## config.mk

```make
export PLATFORM = sky130hd
export DESIGN_NAME = alu_exec_unit
export DESIGN_NICKNAME = d
export VERILOG_FILES = /design/src/rtl/alu_exec_unit.sv
export SDC_FILE = /design/constraint.sdc
export NUM_CORES = 1
export LEC_CHECK = 0
export ABC_AREA = 1
export CORE_UTILIZATION = 58
export CTS_CLUSTER_SIZE = 24
export DETAILED_ROUTE_END_ITERATION = 16
export GPL_ROUTABILITY_DRIVEN = 0
export PLACE_DENSITY = 0.84
export SETUP_SLACK_MARGIN = 0.05
export SKIP_LAST_GASP = 1
export SYNTH_ARGS = -nofsm -noshare
export SYNTH_HDL_FRONTEND = slang
export SYNTH_SLANG_ARGS = --single-unit
```

## constraint.sdc

```tcl
create_clock -name clk -period 7.5 [get_ports clk]
set_input_delay 1.5 -clock clk [delete_from_list [all_inputs] [get_ports clk]]
set_output_delay 1.5 -clock clk [all_outputs]
set_load 0.01 [all_outputs]
```

## src/rtl/alu_exec_unit.sv

```systemverilog
// Execution-stage ALU: single-cycle and/or/add/sub plus a WIDTH-iteration shift-add multiply
// with start/busy/done handshake and a combinational stall for the pipeline.
module alu_exec_unit #(
  parameter int unsigned WIDTH = 32
) (
  input  logic             clk,
  input  logic             reset,
  input  logic             start,
  input  logic [2:0]       ALU_control,
  input  logic [WIDTH-1:0] A,
  input  logic [WIDTH-1:0] B,
  output logic [WIDTH-1:0] result,
  output logic             zero,
  output logic             done,
  output logic             busy,
  output logic             stall
);

  localparam int unsigned CntW = (WIDTH > 1) ? $clog2(WIDTH) : 1;
  localparam logic [CntW-1:0] LastCnt = CntW'(WIDTH - 1);

  typedef enum logic [0:0] {StIdle, StMul} state_e;

  state_e           state;
  logic [CntW-1:0]  count;
  logic [WIDTH-1:0] mcand;
  logic [WIDTH-1:0] mplier;
  logic [WIDTH-1:0] acc;
  logic [WIDTH-1:0] alu_res;
  logic [WIDTH-1:0] acc_next;

  always_comb begin
    alu_res = '0;
    case (ALU_control)
      3'b000:  alu_res = A & B;
      3'b001:  alu_res = A | B;
      3'b010:  alu_res = A + B;
      3'b110:  alu_res = A + ~B + 1'b1;
      default: alu_res = '0;
    endcase
  end

  assign acc_next = acc + (mplier[0] ? mcand : '0);

  assign stall = busy | (start & (ALU_control == 3'b011) & (state == StIdle));

  always_ff @(posedge clk or posedge reset) begin
    if (reset) begin
      state  <= StIdle;
      count  <= '0;
      mcand  <= '0;
      mplier <= '0;
      acc    <= '0;
      result <= '0;
      zero   <= 1'b1;
      done   <= 1'b0;
      busy   <= 1'b0;
    end else begin
      done <= 1'b0;
      case (state)
        StIdle: begin
          if (start) begin
            if (ALU_control == 3'b011) begin
              mcand  <= A;
              mplier <= B;
              acc    <= '0;
              count  <= '0;
              busy   <= 1'b1;
              state  <= StMul;
            end else begin
              result <= alu_res;
              zero   <= (alu_res == '0);
              done   <= 1'b1;
            end
          end
        end
        StMul: begin
          acc    <= acc_next;
          mcand  <= mcand << 1;
          mplier <= mplier >> 1;
          count  <= count + 1'b1;
          // Fixed-length sequence: finish on the last iteration regardless of operands.
          if (count == LastCnt) begin
            result <= acc_next;
            zero   <= (acc_next == '0);
            done   <= 1'b1;
            busy   <= 1'b0;
            state  <= StIdle;
          end
        end
        default: state <= StIdle;
      endcase
    end
  end

endmodule

```

# ---- Word-level counts from Yosys, hierarchy flattened
# Cells that the tools add are included.
dict set report totals {
  word_cells 70
  regBits 137
  inputBits 70
}
dict set report classes {
  muxes 34
  n_eq_ne 9
  n_bitwise 7
  n_reduce_logical 6
  add_sub_neg 5
}
# op count
set op_table {}
lappend op_table {{2-to-1 mux 32 bit} 10}
lappend op_table {{one-hot mux 32 bit (2 select lines)} 4}
lappend op_table {{one-hot mux 32 bit (4 select lines)} 1}
lappend op_table {{adder 32 bit} 3}
lappend op_table {{zero test 32 bit} 2}
lappend op_table {{adder 32 x 1 -> 32 bit, second input constant} 1}
lappend op_table {{bitwise AND 32 bit} 1}
lappend op_table {{inverter 32 bit} 1}
lappend op_table {{OR 32 bit} 1}
lappend op_table {{2-to-1 mux 1 bit} 12}
lappend op_table {{2-to-1 mux 5 bit} 2}
lappend op_table {{one-hot mux 5 bit (2 select lines)} 1}
lappend op_table {{one-hot mux 1 bit (2 select lines)} 4}
lappend op_table {{equality test 3 x 2 -> 1 bit, second input constant} 2}
lappend op_table {{inequality test 2 bit, second input constant} 3}
lappend op_table {{AND reduction 3 bit} 2}
lappend op_table {{adder 5 x 1 -> 5 bit, second input constant} 1}
lappend op_table {{equality test 5 bit, second input constant} 1}
lappend op_table {{equality test 3 x 1 -> 1 bit, second input constant} 1}
lappend op_table {{equality test 3 bit, second input constant} 1}
lappend op_table {{zero test 3 bit} 1}
lappend op_table {{bitwise AND 1 bit} 2}
lappend op_table {{inequality test 2 x 1 -> 1 bit, second input constant} 1}
lappend op_table {{AND reduction 2 bit} 1}
lappend op_table {{other kinds (2)} 2}

# ---- Longest topological paths before layout
dict set report logic_depth {
  word_depth 8
  ltp_mapped 24
}

# ---- Worst setup path before layout
# OpenSTA, ideal clock, no wires.
dict set report synth_timing {
  path_type {input-to-output}
  start {input ALU_control[0]}
  end {output stall}
  setup_slack_ps 3772
  arrival_ps 2228
  cell_stages 5
  path_cell_list {inv_2 nor3_1 nand2_1 nor2_2 or2_2}
}
dict set report synth_via {
  elab_chain_cells 4
}
# element line
set synth_rtl {}
lappend synth_rtl {{from (decl)} 9} ;# input logic [2:0] ALU_control,
lappend synth_rtl {{equality test 3 x 2 -> 1 bit} 45} ;# assign stall = busy | (start & (ALU_control == 3'b011) & (state == StIdle));
lappend synth_rtl {{bitwise AND 1 bit (2 in a row)} 45}
lappend synth_rtl {{OR 1 bit} 45}
lappend synth_rtl {{to (decl)} 16} ;# output logic stall
# Every way passes these cells.

# ---- Worst setup path after layout
# Same ends and word-level chain as after synthesis.

==> summary.md <==
| Metric | Value |
|---|---|
| CP Max Fanout | 6 |
| Status | finished, final reports clean |
| Rows | 57 |
| Syn_nets | 2575 |
| Sink Count | 137 |
| Crit end category | output port |
| Die H | 160 um |
| DRT iter0 DRCs | ~2200 |
| DP Wirelength | 36.9 mm |
| Most frequent cells in the layout | 759 x nand2_1, 410 x inv_1, 213 x nor2_1 |
| Commonest non-fill, non-tap cell in the layout | nand2_1 |
| Finish-stage setup viols | 0 |
| Skew final | 0.0118 ns |
| Global route overflow | 0 |
| Clock transition at path regs | 0.07 ns |
| CP startpoint kind | input port |
| Top_reg_cell synth | dfrtp_1 |
| Share of layout cells above drive strength 1 | 0.0492 |
| H-tree Lvls | 4 |
| Fillers | about 2200 |
| Post-Syn Area | 0.0146 mm2 |
| Max-slew headroom | 0.158 |
| Gate count of the mapped netlist | 2369 |
| Final WL | 47.5 mm |
| Final period utilization | 0.638 |
| Nets | ~2600 |
| Utilization after layout | 0.661 |
| Drt first pass iters | 10 |
| Register area share after synthesis | 0.235 |
| YS warnings | 0 |
| Setup TNS | 0 ns |
| Crit path DAT | between 3 and 4 ns |
| Post-Place Cells | 2729 |
| Least-Margin Pin Slew | 1.26 ns |
| Gr usage total | 0.367 |
| Maximum capacitance violations | 0 |
| Cell variety after synth | 46 |
| RSZ-0062 raised after global routing | no |
| Worst skew pair latency | 0.43 ns |
| DRC Markers | 0 |
| Critical path class | input port to output port |
| CTS Buf Count | 17 |
| Syn avg cell area | a little over 6 um2 |
| Number of synthesized flops with an enable pin | 0 |
| Async set-reset flop share out of synthesis | 1.00 |
| Area grow syn2layout | 11.0% |
| Initial core utilization | 0.595 |
| WL per Instance | 17.2 um |
| PostCTS Resize Cnt | 0 |
| Ant. Diodes | 0 |
| Register area | around 0.0034 mm2 |
| Peak Freq | 209 MHz |
| Post-route insts no fill | 2761 |
| Core box area | 0.0245 mm2 |
| Vias in the first global route | 15100 |
| Clock buffer depth | 2 |
| Number of top-level pins | 106 |
| IO Port Bufs | ~110 |
| Min-delay worst type | flip-flop to flip-flop |
| PnR Total Power | 4470 uW |
| Global-route wire length before repair | 75.1 mm |
| DRT antenna net count | 0 |
| Final hold vios | 0 |
| Multi-input combinational cell area | 0.00904 mm2 |
| Period minus WS final | 4.79 ns |
| CTS tree | done |
| Peak VDD IR | around 0.15 mV |
| Req. time, crit path | 6.00 ns |
| DIE WIDTH | around 160 um |
| CTS root buf | clkbuf_16 |
| Post-synthesis register bit count | 137 |
| Vias | 16300 |
| Post-CTS Setup Inserts | 0 |
| Pwr dens | between 200 and 300 mW/mm2 |
| Hold_buf cts | 0 |
| Lkg Pwr | approximately 0.009 uW |
| Die area | 0.0257 mm2 |
| Largest net degree at the start of global routing | 90 |
| Slew Limit Fails | 0 |
| Avg Vias per Cell | 5.90 |
| Initial antenna violation count | 0 |
[sequential cells by signal (all words and copies together) (netlist names)]
| name | cells |
|---|---|
| state | 1 |
| mcand | 32 |
| result | 32 |
| mplier | 32 |
| done | 1 |
| busy | 1 |
| acc | 32 |
| zero | 1 |
| count | 5 |
[critical path, stage by stage]
cell	delay [ns]
clkdlybuf4s50_1	0.56
inv_2	0.10
nor3_1	0.25
nand2_1	0.12
nor2_2	0.11
or2_2	0.11
clkdlybuf4s50_1	0.54
[metal layers]
layer  share of wire  GRT usage  wire (um)
met1            0.39      0.484      18500
met2            0.44      0.578      20900
met3            0.12     0.0568       5530
met4           0.054      0.198       2590
met5               0          0          0
[area by class of cell]
class,instances,share of cell area
clock inverter,15,0.00790
inverter,429,0.100
sequential,137,0.212
tap,324,0.0251
timing repair buffer,113,0.0688
multi-input combinational,1726,0.560
clock buffer,17,0.0263
[cells in the mapped netlist, drive strengths merged, types with 14 or more instances]
master	instances	area (um2)
o22ai	57	357
inv	426	1600
nor3	14	80.1
a31oi	24	150
o221ai	24	210
o21ai	59	295
nor2	237	995
dfrtp	136	3400
buf	48	380
nand2	772	2930
a21oi	129	668
clkbuf	29	109
ha	133	1660
nand4	29	181
nand3	168	856
[cells by family after synthesis]
group | Yosys count | synth area share
simple gates | 1250 | 0.360
buf+inv | 506 | 0.144
compound gates | 324 | 0.132
flops | 137 | 0.235
fa+ha+maj | 136 | 0.118
xor+xnor | 16 | 0.00962
[where the power goes]
part	internal, uW	switching [uW]
combinational	890	1480
sequential	1060	230
clock	435	384
[final timing paths]
path | start | to | slack [ns] | depth (start not counted)
max in group asynchronous | reset | mplier[30] | 4.62 | 3
min | count[3] | count[3] | 0.47 | 1
max reg2reg | mplier[0] | zero | 3.81 | 21
max | ALU_control[0] | stall | 2.71 | 7
min in group asynchronous | reset | result[1] | 1.52 | 2
min reg2reg | count[3] | count[3] | 0.47 | 1
[stage by stage]
stage                     instance area (um2)  hold slack (ns)  worst slack (ns)
after floorplan                         14600            0.440              2.33
after global placement                  15600            0.454              2.81
after detailed placement                15600            0.461              2.74
after CTS                               16200            0.470              2.74
after global routing                    16200            0.488              2.60
final                                   16200            0.468              2.71
(Power assumes the default switching activity.)
